### src/rtl/edge_toggle_gen.sv
// Toggle-mask player: queued {mask, hold} entries are XORed into a level register and held hold+1 cycles.
// Optional macro EDGE_MON_EN adds the mon_edge loopback output (out_level ^ previous out_level, registered).
module edge_toggle_gen #(
  parameter int WIDTH      = 8,
  parameter int FIFO_DEPTH = 4,
  parameter int HOLD_W     = 8
) (
  input  logic              clk,
  input  logic              rst_n,
  input  logic              s_valid,
  output logic              s_ready,
  input  logic [WIDTH-1:0]  s_mask,
  input  logic [HOLD_W-1:0] s_hold,
  input  logic              load_en,
  input  logic [WIDTH-1:0]  load_val,
  output logic [WIDTH-1:0]  out_level,
  output logic              busy,
`ifdef EDGE_MON_EN
  output logic              done,
  output logic [WIDTH-1:0]  mon_edge
`else
  output logic              done
`endif
);

  localparam int AW = $clog2(FIFO_DEPTH);
  localparam logic [AW:0]       PTR_ONE = (AW+1)'(1);
  localparam logic [HOLD_W-1:0] CNT_ONE = HOLD_W'(1);

  typedef enum logic {IDLE, HOLD} state_e;

  state_e            state_q, state_d;
  logic [HOLD_W-1:0] cnt_q, cnt_d;
  logic [WIDTH-1:0]  level_q, level_d;
  logic              done_q, done_d;
  logic [AW:0]       wr_ptr_q, wr_ptr_d, rd_ptr_q, rd_ptr_d;

  logic [WIDTH-1:0]  mask_mem [FIFO_DEPTH];
  logic [HOLD_W-1:0] hold_mem [FIFO_DEPTH];

  logic empty, full, push, pop;

  // Extra MSB on the pointers separates full (MSBs differ) from empty (equal).
  assign empty   = (wr_ptr_q == rd_ptr_q);
  assign full    = (wr_ptr_q[AW] != rd_ptr_q[AW]) && (wr_ptr_q[AW-1:0] == rd_ptr_q[AW-1:0]);
  assign s_ready = !full;
  assign push    = s_valid && !full;

  assign out_level = level_q;
  assign done      = done_q;
  assign busy      = (state_q == HOLD) || !empty;

  always_comb begin
    state_d  = state_q;
    cnt_d    = cnt_q;
    level_d  = level_q;
    done_d   = 1'b0;
    pop      = 1'b0;
    case (state_q)
      IDLE: begin
        if (!empty)       pop     = 1'b1;
        else if (load_en) level_d = load_val;
      end
      HOLD: begin
        if (cnt_q != '0) begin
          cnt_d = cnt_q - CNT_ONE;
        end else if (!empty) begin
          pop = 1'b1;
        end else begin
          state_d = IDLE;
          done_d  = 1'b1;
        end
      end
      default: state_d = IDLE;
    endcase
    if (pop) begin
      level_d = level_q ^ mask_mem[rd_ptr_q[AW-1:0]];
      cnt_d   = hold_mem[rd_ptr_q[AW-1:0]];
      state_d = HOLD;
    end
    wr_ptr_d = push ? wr_ptr_q + PTR_ONE : wr_ptr_q;
    rd_ptr_d = pop  ? rd_ptr_q + PTR_ONE : rd_ptr_q;
  end

  always_ff @(posedge clk or negedge rst_n) begin
    if (!rst_n) begin
      state_q  <= IDLE;
      cnt_q    <= '0;
      level_q  <= '0;
      done_q   <= 1'b0;
      wr_ptr_q <= '0;
      rd_ptr_q <= '0;
    end else begin
      state_q  <= state_d;
      cnt_q    <= cnt_d;
      level_q  <= level_d;
      done_q   <= done_d;
      wr_ptr_q <= wr_ptr_d;
      rd_ptr_q <= rd_ptr_d;
    end
  end

  // Entry storage needs no reset: the pointers define which slots are valid.
  always_ff @(posedge clk) begin
    if (push) begin
      mask_mem[wr_ptr_q[AW-1:0]] <= s_mask;
      hold_mem[wr_ptr_q[AW-1:0]] <= s_hold;
    end
  end

`ifdef EDGE_MON_EN
  logic [WIDTH-1:0] level_prev_q, mon_q;

  always_ff @(posedge clk or negedge rst_n) begin
    if (!rst_n) begin
      level_prev_q <= '0;
      mon_q        <= '0;
    end else begin
      level_prev_q <= level_q;
      mon_q        <= level_q ^ level_prev_q;
    end
  end

  assign mon_edge = mon_q;
`endif

endmodule
### config.mk
export PLATFORM = sky130hd
export DESIGN_NAME = edge_toggle_gen
export DESIGN_NICKNAME = d
export VERILOG_FILES = /design/src/rtl/edge_toggle_gen.sv
export SDC_FILE = /design/constraint.sdc
export NUM_CORES = 1
export LEC_CHECK = 0
export BUFFER_PORTS_ARGS = -buffer_cell sky130_fd_sc_hd__clkbuf_2
export CAP_MARGIN = 20
export CORE_AREA = 2 2 89 91
export CTS_CLUSTER_DIAMETER = 200
export DETAILED_ROUTE_END_ITERATION = 8
export DIE_AREA = 0 0 91 93
export PLACE_DENSITY = 0.74
export SYNTH_ARGS = -nofsm -noshare
export SYNTH_HDL_FRONTEND = slang
export SYNTH_SLANG_ARGS = --single-unit
### constraint.sdc
create_clock -name clk -period 1.8 [get_ports clk]
set_input_delay 0.09 -clock clk [delete_from_list [all_inputs] [get_ports clk]]
set_output_delay 0.09 -clock clk [all_outputs]
set_load 0.05 [all_outputs]
[Word-level counts from Yosys, hierarchy flattened]
Memory sizes are Yosys's and may differ from the RTL's.
Index checks and enable logic that the tools add are counted.
Cells by class
  equality and inequality tests: 4
  add/sub/neg operators: 3
  bitwise gates (word level): 2
  multiplexer cells: 18
  reduce and logical (&&, ||, !) cells: 12
Operators by type and width (number)
  $mux W8: 7
  $mux W1: 10
  $reduce_bool A2 Y1: 4
  $reduce_bool A8 Y1: 1
  $sub A8 B1 Y8 const B: 1
  $xor A8 B8 Y8: 1
  $add A3 B1 Y3 const B: 2
  $eq A3 B3 Y1: 1
  $reduce_and A3 Y1: 1
  $eq A2 B2 Y1: 1
  $logic_and A1 B1 Y1: 2
  $logic_not A1 Y1: 2
  $ne A2 B1 Y1 const B: 1
  $pmux W1 S2: 1
  $reduce_and A2 Y1: 1
  $logic_or A1 B1 Y1: 1
  $ne A1 B1 Y1: 1
  $not A1 Y1: 1
Word-level totals
  register bits after elaboration: 24
  output and inout bits: 11
  word-level logic and storage cells: 47
  bits in writable memories: 64
  memories kept: 2
Memory list
  hold_mem: depth 4, bits a word 8, read ports 1, clocked after memory_dff 0, write ports 1, line 39  | logic [HOLD_W-1:0] hold_mem [FIFO_DEPTH];
  mask_mem: depth 4, bits a word 8, read ports 1, clocked after memory_dff 0, write ports 1, line 38  | logic [WIDTH-1:0] mask_mem [FIFO_DEPTH];

[Depth between registers and ports, before layout]
Gate-level depths: netlist of run 1.
  depth in word-level cells: 6
  depth in mapped cells: 8
  mapped depth without buffers: 6

[Least setup slack after synthesis of run 1]
No wires, ideal clock.
  path kind: register to register
  start point: register rd_ptr_q[1]
  end point: memory hold_mem[3][0], enable pin
  setup slack: -0.150 ns
  buffers on the path: 1
  required time: 1.425 ns
  data arrival time: 1.574 ns
  cell stages (with the launch flop): 5
  clock period less this slack: 1.950 ns
  cell sequence: dfrtp_1 buf_2 xor2_2 o31a_1 and2_1
Between the ends
  word-level cells in the longest chain between the ends: 6
RTL lines
  start, declared: line 36  | logic [AW:0] wr_ptr_q, wr_ptr_d, rd_ptr_q, rd_ptr_d;
  start signal, assigned: line 99  | rd_ptr_q <= rd_ptr_d;
  $eq A2 B2 Y1: line 45  | assign full = (wr_ptr_q[AW] != rd_ptr_q[AW]) && (wr_ptr_q[AW-1:0] == rd_ptr_q[AW-1:0]);
  $logic_and A1 B1 Y1: line 45
  $logic_not A1 Y1: line 47  | assign push = s_valid && !full;
  $logic_and A1 B1 Y1: line 47
  $mux W1: line 105  | if (push) begin
  $mux W1 (not written as such): line 107  | hold_mem[wr_ptr_q[AW-1:0]] <= s_hold;
  end, declared: line 39
Every way passes these cells.

[Final worst setup path of run 1]
  start point: register cnt_q[1]
  end point: register cnt_q[2]
Between the ends
  word-level cells in the longest chain between the ends: 5
  elaborated cells on any way between the ends: 10
  those cells by class: add/sub: 1; mux: 5; reduce/logical: 4
RTL lines
  start, declared: line 33  | logic [HOLD_W-1:0] cnt_q, cnt_d;
  start signal, assigned: line 95  | cnt_q <= cnt_d;
  parallel branches: the longest is 5 deep, another holds $sub A8 B1 Y8
Parallel ways; which one is timed is not known. The select of a mux whose other input is x is not followed.
A chain may end at the register's enable or synchronous reset.

==> report_table.html, run 1 <==
<table>
<tr><th>Metric</th><th>Value</th></tr>
<tr><th colspan="2">Outcome</th></tr>
<tr><td>Run status</td><td>finished, final reports clean</td></tr>
<tr><th colspan="2">Detailed routing</th></tr>
<tr><td>Detailed-route via count</td><td>2,444</td></tr>
<tr><td>Iteration-0 DRC count of the detailed router</td><td>172</td></tr>
<tr><td>Via density per instance</td><td>5.57</td></tr>
<tr><td>Remaining antenna violation count after routing</td><td>0</td></tr>
<tr><td>Detailed-router iteration count before antenna repair</td><td>4</td></tr>
<tr><td>DR WL/cell</td><td>17.7 µm</td></tr>
<tr><td>Sum of routed wire length over all layers</td><td>7.77 mm</td></tr>
<tr><td>Remaining routing DRC violations</td><td>0</td></tr>
<tr><th colspan="2">Global routing</th></tr>
<tr><td>Vias in the first global route</td><td>2,370</td></tr>
<tr><td>Final global-route overflow total</td><td>0</td></tr>
<tr><td>Number of antenna violations at the first check in global routing</td><td>0</td></tr>
<tr><td>Global-route wire length before repair</td><td>11.9 mm</td></tr>
<tr><td>Maximum number of pins on one net before global-route repair</td><td>25</td></tr>
<tr><td>Total routing resource utilization after global routing</td><td>0.186</td></tr>
<tr><th colspan="2">Final layout</th></tr>
<tr><td>Final Net Count</td><td>366</td></tr>
<tr><td>Share of post-route cells with drive strength above 1</td><td>0.341</td></tr>
<tr><td>Number of fill cells</td><td>565</td></tr>
<tr><td>Total non-filler cell area in the finished layout</td><td>4810 µm²</td></tr>
<tr><td>Area growth syn-to-layout</td><td>24.5%</td></tr>
<tr><td>Share of the core filled with cells</td><td>0.640</td></tr>
<tr><td>Count of non-filler cells in the finished layout</td><td>439</td></tr>
<tr><td>Number of antenna cells inserted</td><td>0</td></tr>
<tr><th colspan="2">Clocking</th></tr>
<tr><td>CTS tree</td><td>built</td></tr>
<tr><td>Worst-Skew Late Latency</td><td>350 ps</td></tr>
<tr><td>Total clock buffers created by CTS</td><td>9</td></tr>
<tr><td>Number of buffers on the longest clock path</td><td>2</td></tr>
<tr><td>Max H-tree Level</td><td>3</td></tr>
<tr><td>Clock sinks</td><td>88</td></tr>
<tr><td>CTS root buffer</td><td>clkbuf_8</td></tr>
<tr><td>Clock edge transition at the registers on the reported setup and hold paths</td><td>80 ps</td></tr>
<tr><th colspan="2">STA</th></tr>
<tr><td>Maximum operating frequency</td><td>564 MHz</td></tr>
<tr><td>Time the final worst path needs with I/O delays and setup</td><td>1770 ps</td></tr>
<tr><td>Final period utilization</td><td>0.985</td></tr>
<tr><td>Count of endpoints failing hold in the final timing report</td><td>0</td></tr>
<tr><td>Count of endpoints failing setup in the final report</td><td>0</td></tr>
<tr><td>Clock Skew</td><td>7.20 ps</td></tr>
<tr><td>Setup TNS</td><td>0 ps</td></tr>
<tr><td>Slew headroom</td><td>0.568</td></tr>
<tr><td>Least-Margin Pin Slew</td><td>648 ps</td></tr>
<tr><td>Max-slew violations</td><td>0</td></tr>
<tr><th colspan="2">Yosys</th></tr>
<tr><td>Number of instances in the synthesized netlist</td><td>247</td></tr>
<tr><td>Yosys warns</td><td>0</td></tr>
<tr><td>Nets in the synthesized netlist</td><td>281</td></tr>
<tr><td>Share of synthesized area occupied by flip-flops and latches</td><td>0.652</td></tr>
<tr><td>Number of unique standard cell types used by synthesis</td><td>43</td></tr>
<tr><td>Number of storage elements in the synthesis netlist</td><td>88</td></tr>
<tr><td>Mapped Area</td><td>3870 µm²</td></tr>
<tr><td>Post-synthesis area per instance</td><td>15.7 µm²</td></tr>
<tr><th colspan="2">Floorplan</th></tr>
<tr><td>Height of the chip</td><td>93 µm</td></tr>
<tr><td>Std-Cell Core Area</td><td>7530 µm²</td></tr>
<tr><td>Count of boundary I/O pins</td><td>39</td></tr>
<tr><td>Die X</td><td>91 µm</td></tr>
<tr><td>Number of cell rows</td><td>32</td></tr>
<tr><td>Full die area</td><td>8460 µm²</td></tr>
<tr><td>Starting Density</td><td>0.514</td></tr>
<tr><th colspan="2">Power</th></tr>
<tr><td>Total power density per cell area</td><td>1440 nW/µm²</td></tr>
<tr><td>Highest ir drop seen on vdd</td><td>0.000609 V</td></tr>
<tr><td>Leakage power total</td><td>1.84 nW</td></tr>
<tr><th colspan="2">Setup path</th></tr>
<tr><td>Worst reg2reg setup slack</td><td>30 ps</td></tr>
<tr><td>WS Path Type</td><td>reg2reg</td></tr>
<tr><td>Start of the worst register-to-register path</td><td>cnt_q[1]</td></tr>
<tr><td>Launch point of the critical path</td><td>cnt_q[1]</td></tr>
<tr><td>Critical path capture point</td><td>cnt_q[2]</td></tr>
<tr><td>Data required, critical path</td><td>2040 ps</td></tr>
<tr><td>Reg2reg end</td><td>cnt_q[2]</td></tr>
<tr><td>Startpoint class of the critical path</td><td>flip-flop</td></tr>
<tr><td>Worst-case reg-to-reg path depth</td><td>7</td></tr>
<tr><td>Maximum fanout along the worst path</td><td>19</td></tr>
<tr><td>Critical path capture point type</td><td>flip-flop</td></tr>
<tr><td>Critical path data arrival time</td><td>2010 ps</td></tr>
<tr><th colspan="2">Placed design</th></tr>
<tr><td>Count of placed standard cells including taps</td><td>396</td></tr>
<tr><td>Routability Congestion</td><td>0.846</td></tr>
<tr><td>Placed wire-length estimate</td><td>4.87 mm</td></tr>
<tr><td>Port Buffers</td><td>38</td></tr>
<tr><td>Instance area at placement</td><td>4280 µm²</td></tr>
<tr><th colspan="2">Flow run</th></tr>
<tr><td>Number of maximum-capacitance violations</td><td>0</td></tr>
<tr><th colspan="2">Worst hold path</th></tr>
<tr><td>Path category of the worst min-delay check</td><td>in2reg</td></tr>
</table>
[cell type report]
class / instances / area, µm² / area share
Timing Repair Buffer: 86 / 642 / 0.133
Inverter: 23 / 86.3 / 0.0179
Multi-Input combinational cell: 124 / 1250 / 0.259
Clock inverter: 6 / 60.1 / 0.0125
Clock buffer: 10 / 128 / 0.0265
Tap cell: 102 / 128 / 0.0265
Sequential cell: 88 / 2520 / 0.524
[sequential cells by signal, indices dropped and copies added (netlist names)]
signal,flops
out_level,8
done,1
hold_mem,32
cnt_q,8
state_q,1
rd_ptr_q,3
wr_ptr_q,3
mask_mem,32
[power by group]
part	switching, mW	internal, mW	leakage (nW)
Clock	0.664	0.635	0.0953
Combinational	1.53	1.11	0.881
Sequential	0.286	2.72	0.867
[layer usage]
layer	part of all wire	vias up	wire (µm)	track usage
met5	0	-	0	0
li1	-	1139	-	-
met1	0.44	1215	3380	0.262
met2	0.51	84	3920	0.290
met4	0.0068	0	53	0.0846
met3	0.052	6	407	0.0298
[logic make-up (layout without fill, tap and decap cells)]
logic type      Yosys count  count (layout)  synth area share
flops                    88              88             0.652
compound gates           36              36            0.0783
xor+xnor                  9               9            0.0272
simple gates             53              53            0.0747
mux                      20              20             0.105
fa+ha+maj                 6               6            0.0194
buf+inv                  35             125            0.0430
[cell usage in the layout (no fill, tap or decap), types with 8 or more instances in the layout]
cell / n
nand3_1: 18
a32oi_1: 9
nand2_1: 9
dfrtp_1: 22
mux4_2: 16
clkbuf_2: 36
dlygate4sd3_1: 21
inv_1: 23
clkbuf_8: 9
buf_4: 23
edfxtp_1: 64
nand4_1: 8
o211ai_1: 9
[Yosys cell counts]
cell type,number,share of area
o311ai_0,1,0.0023
or3_1,2,0.0032
nor2_1,4,0.0039
xor2_2,1,0.0042
o211a_1,1,0.0026
nand3_1,18,0.023
nor4_2,1,0.0032
nand4_1,8,0.013
a31oi_1,1,0.0016
mux4_2,16,0.093
nor4b_2,1,0.0039
o311ai_2,1,0.0042
buf_2,4,0.0052
a31o_2,1,0.0023
or4b_1,1,0.0026
and2_1,4,0.0065
o211ai_1,9,0.017
a221oi_1,2,0.0045
o221a_2,1,0.0029
clkbuf_1,2,0.0019
mux2_4,1,0.0039
edfxtp_1,64,0.50
a21o_1,1,0.0019
mux2_2,1,0.0029
nor3_1,5,0.0065
xnor2_1,5,0.011
a32oi_1,9,0.020
nand2_1,9,0.0087
buf_1,1,0.00097
xor2_4,1,0.0071
o21ai_0,3,0.0039
buf_4,2,0.0039
o31a_1,2,0.0045
a211oi_1,1,0.0019
buf_6,3,0.0087
ha_1,6,0.019
mux2i_1,2,0.0052
dfrtp_1,24,0.16
xor2_1,2,0.0045
a2bb2oi_1,1,0.0023
o41ai_2,1,0.0042
inv_1,23,0.022
a21oi_1,1,0.0013
[worst min path at each step]
stage / startpoint / to / slack (ps) / cells after the start
2_1_floorplan: rst_n / cnt_q[0] / -210 / 0
3_3_place_gp: rst_n / cnt_q[4] / 140 / 1
3_5_place_dp: rst_n / cnt_q[4] / 140 / 1
4_1_cts: load_val[7] / out_level[7] / 3 / 3
5_1_grt: load_val[7] / out_level[7] / 20 / 3
6_report: load_val[7] / out_level[7] / 20 / 3
[repair_timing]
action | 4_1_cts | 5_1_grt
hold buffers | 21 | 0
endpoints found under the hold margin | 92 | 0
pin swaps | 0 | 3
resized for setup | 7 | 18
setup buffers | 0 | 6
setup endpoints to repair | 74 | 69
[critical path, cell delays in order, from the launching register on]
cell       delay [ps]
dfrtp_1           380
inv_1             100
ha_4              170
nor4b_4           210
a21o_1            250
buf_8             190
a2bb2oi_1          90
o221a_2           270
[stage by stage]
stage | power, mW | hold slack, ps | worst slack [ps]
CTS | 6.77 | 2.91 | -59.4
finish | 6.94 | 18.7 | 27.1
global route | 7.30 | 17.2 | -31.2
global placement | 5.30 | 141 | -44.3
floorplan | 4.65 | -206 | 5.66
detailed placement | 5.38 | 140 | -70.1
No activity file was read; power rests on OpenSTA's default activity.
==> run 2, diff against run 1 <==
--- a/config.mk
+++ b/config.mk
@@ -12,6 +12,7 @@
 export DETAILED_ROUTE_END_ITERATION = 8
 export DIE_AREA = 0 0 91 93
 export PLACE_DENSITY = 0.74
+export REMOVE_ABC_BUFFERS = 1
 export SYNTH_ARGS = -nofsm -noshare
 export SYNTH_HDL_FRONTEND = slang
 export SYNTH_SLANG_ARGS = --single-unit
==> run 2 against run 1 <==
Compared with the run above:
- largest power group unchanged
- via count rose by 2.2%
- clock skew rose by 0.68 ps
- maximum frequency rose by 0.65%
==> report_table.html, run 2 (synthesis gave the netlist of run 1 again) <==
<table>
<tr><th>Metric</th><th>Value</th></tr>
<tr><th colspan="2">Clocking</th></tr>
<tr><td>Number of buffers on the longest clock path</td><td>2</td></tr>
<tr><td>Clock edge transition at the registers on the reported setup and hold paths</td><td>90 ps</td></tr>
<tr><td>Total clock buffers created by CTS</td><td>9</td></tr>
<tr><td>Clock sinks</td><td>88</td></tr>
<tr><td>CTS tree</td><td>built</td></tr>
<tr><td>CTS root buffer</td><td>clkbuf_8</td></tr>
<tr><td>Worst-Skew Late Latency</td><td>350 ps</td></tr>
<tr><td>Max H-tree Level</td><td>3</td></tr>
<tr><th colspan="2">Setup path</th></tr>
<tr><td>Critical path data arrival time</td><td>1670 ps</td></tr>
<tr><td>Maximum fanout along the worst path</td><td>4</td></tr>
<tr><td>Critical path capture point type</td><td>output port</td></tr>
<tr><td>CP max stage cell</td><td>dfrtp_1</td></tr>
<tr><td>Worst-case reg-to-reg path depth</td><td>8</td></tr>
<tr><td>Largest delay share family, worst path</td><td>buffers and inverters</td></tr>
<tr><td>Maximum cell stage delay along the critical path</td><td>420 ps</td></tr>
<tr><td>WS Path Type</td><td>reg2out</td></tr>
<tr><td>Reg2reg end</td><td>out_level[5]</td></tr>
<tr><td>Worst reg2reg setup slack</td><td>60 ps</td></tr>
<tr><td>Data required, critical path</td><td>1710 ps</td></tr>
<tr><td>Startpoint class of the critical path</td><td>flip-flop</td></tr>
<tr><td>Bufs and invs on worst path</td><td>4</td></tr>
<tr><td>Start of the worst register-to-register path</td><td>cnt_q[0]</td></tr>
<tr><td>Cells traversed along the worst timing path</td><td>xor2_2 -&gt; buf_6 -&gt; nor4_4 -&gt; buf_4 -&gt; inv_2 -&gt; buf_8</td></tr>
<tr><th colspan="2">Placed design</th></tr>
<tr><td>Instance area at placement</td><td>4380 µm²</td></tr>
<tr><td>Placed wire-length estimate</td><td>5.16 mm</td></tr>
<tr><td>Routability Congestion</td><td>0.868</td></tr>
<tr><td>Port Buffers</td><td>38</td></tr>
<tr><th colspan="2">STA</th></tr>
<tr><td>Final period utilization</td><td>0.979</td></tr>
<tr><td>Least-Margin Pin Slew</td><td>647 ps</td></tr>
<tr><td>Count of endpoints failing hold in the final timing report</td><td>0</td></tr>
<tr><td>Clock Skew</td><td>7.88 ps</td></tr>
<tr><td>Count of endpoints failing setup in the final report</td><td>0</td></tr>
<tr><td>Max-slew violations</td><td>0</td></tr>
<tr><td>Slew headroom</td><td>0.569</td></tr>
<tr><td>Maximum operating frequency</td><td>568 MHz</td></tr>
<tr><td>Time the final worst path needs with I/O delays and setup</td><td>1760 ps</td></tr>
<tr><td>Setup TNS</td><td>0 ps</td></tr>
<tr><td>Unrepaired setup endpoints after global routing</td><td>yes</td></tr>
<tr><th colspan="2">Final layout</th></tr>
<tr><td>Number of fill cells</td><td>549</td></tr>
<tr><td>Register area</td><td>2520 µm²</td></tr>
<tr><td>Number of antenna cells inserted</td><td>0</td></tr>
<tr><td>Most frequent standard cell in the layout excluding fill and tap cells</td><td>edfxtp_1</td></tr>
<tr><td>Area growth syn-to-layout</td><td>29.2%</td></tr>
<tr><td>Commonest non-fill, non-tap cells in the layout</td><td>edfxtp_1 (64), clkbuf_2 (36), buf_4 (25)</td></tr>
<tr><td>Final Net Count</td><td>376</td></tr>
<tr><td>Share of post-route cells with drive strength above 1</td><td>0.379</td></tr>
<tr><td>Multi-input combinational cell area</td><td>1270 µm²</td></tr>
<tr><td>Total non-filler cell area in the finished layout</td><td>5000 µm²</td></tr>
<tr><th colspan="2">Detailed routing</th></tr>
<tr><td>Detailed-route via count</td><td>2,498</td></tr>
<tr><td>Remaining routing DRC violations</td><td>0</td></tr>
<tr><td>DR WL/cell</td><td>17.8 µm</td></tr>
<tr><td>Detailed-router iteration count before antenna repair</td><td>4</td></tr>
<tr><td>Sum of routed wire length over all layers</td><td>7.98 mm</td></tr>
<tr><td>Iteration-0 DRC count of the detailed router</td><td>141</td></tr>
<tr><td>Via density per instance</td><td>5.58</td></tr>
<tr><td>Remaining antenna violation count after routing</td><td>0</td></tr>
<tr><th colspan="2">Flow run</th></tr>
<tr><td>Number of maximum-capacitance violations</td><td>0</td></tr>
<tr><th colspan="2">Power</th></tr>
<tr><td>Highest ir drop seen on vdd</td><td>0.000562 V</td></tr>
<tr><td>Leakage power total</td><td>1.92 nW</td></tr>
<tr><td>Total power density per cell area</td><td>1460 nW/µm²</td></tr>
<tr><th colspan="2">Global routing</th></tr>
<tr><td>Total routing resource utilization after global routing</td><td>0.200</td></tr>
<tr><td>Final global-route overflow total</td><td>0</td></tr>
<tr><td>Vias in the first global route</td><td>2,553</td></tr>
<tr><td>Global-route wire length before repair</td><td>12.8 mm</td></tr>
<tr><td>Number of antenna violations at the first check in global routing</td><td>0</td></tr>
<tr><td>Maximum number of pins on one net before global-route repair</td><td>25</td></tr>
<tr><th colspan="2">Worst hold path</th></tr>
<tr><td>Path category of the worst min-delay check</td><td>in2reg</td></tr>
<tr><td>Hold path startpoint</td><td>load_val[6]</td></tr>
<tr><td>Worst Hold Depth</td><td>3</td></tr>
<tr><td>Min-Delay Endpoint</td><td>out_level[6]</td></tr>
<tr><th colspan="2">Floorplan</th></tr>
<tr><td>Height of the chip</td><td>93 µm</td></tr>
<tr><td>Starting Density</td><td>0.514</td></tr>
<tr><td>Std-Cell Core Area</td><td>7530 µm²</td></tr>
<tr><td>Number of cell rows</td><td>32</td></tr>
<tr><td>Full die area</td><td>8460 µm²</td></tr>
<tr><td>Count of boundary I/O pins</td><td>39</td></tr>
<tr><td>Die X</td><td>91 µm</td></tr>
<tr><th colspan="2">Outcome</th></tr>
<tr><td>Run status</td><td>finished, final reports clean</td></tr>
</table>
-- run 2: how the worst max path moves through the flow --
stage          cells after the start           end         from
4_1_cts                            5      cnt_q[6]     cnt_q[3]
3_3_place_gp                       5  out_level[6]  rd_ptr_q[0]
2_1_floorplan                      4   rd_ptr_q[1]  rd_ptr_q[0]
5_1_grt                            6          busy  rd_ptr_q[2]
6_report                           6          busy  rd_ptr_q[2]
3_5_place_dp                       5  out_level[6]  rd_ptr_q[0]
-- run 2: area by class of cell --
cell class,count,area share
Timing Repair Buffer,96,0.157
Inverter,23,0.0173
Tap cell,102,0.0255
Clock inverter,6,0.0168
Sequential cell,88,0.505
Multi-Input combinational cell,124,0.254
Clock buffer,9,0.0248
-- run 2: metrics by stage --
| step | total power [mW] | hold WS [ps] | setup WS, ps | util | instances |
|---|---|---|---|---|---|
| 2_1_floorplan | 4.53 | -206 | -732 | - | 235 |
| 4_1_cts | 7.11 | 5.47 | 6.05 | 0.648 | 444 |
| 6_report | 7.32 | 8.16 | 38.5 | 0.664 | 448 |
| 5_1_grt | 7.70 | 7.75 | -74.9 | 0.664 | 448 |
| 3_3_place_gp | 5.46 | 146 | -65.9 | 0.582 | 405 |
| 3_5_place_dp | 5.53 | 142 | -70.2 | 0.582 | 405 |
-- run 2: worst min-delay path, cell delays in order --
cell      delay [ps]
clkbuf_2          80
nand3_1           50
o211ai_1          90
-- run 2: report_power, final --
part / switching, mW / total [mW] / internal (mW) / leakage [nW]
Sequential: 0.294 / 3.01 / 2.72 / 0.867
Clock: 0.667 / 1.44 / 0.770 / 0.101
Combinational: 1.57 / 2.87 / 1.30 / 0.952
-- run 2: timing repair --
| item | in CTS | in global routing |
|---|---|---|
| pin swaps | 2 | 5 |
| hold endpoints to repair | 92 | 0 |
| resized for setup | 11 | 26 |
| buffers inserted | 3 | 4 |
| setup endpoints to repair | 15 | 53 |
| hold buffers | 21 | 0 |
-- run 2: per-layer routing --
layer / vias up / track usage / share of wire
met3: 17 / 0.0459 / 0.060
met2: 111 / 0.327 / 0.50
met1: 1221 / 0.265 / 0.42
met5: - / 0 / 0
li1: 1149 / - / -
met4: 0 / 0.0770 / 0.018
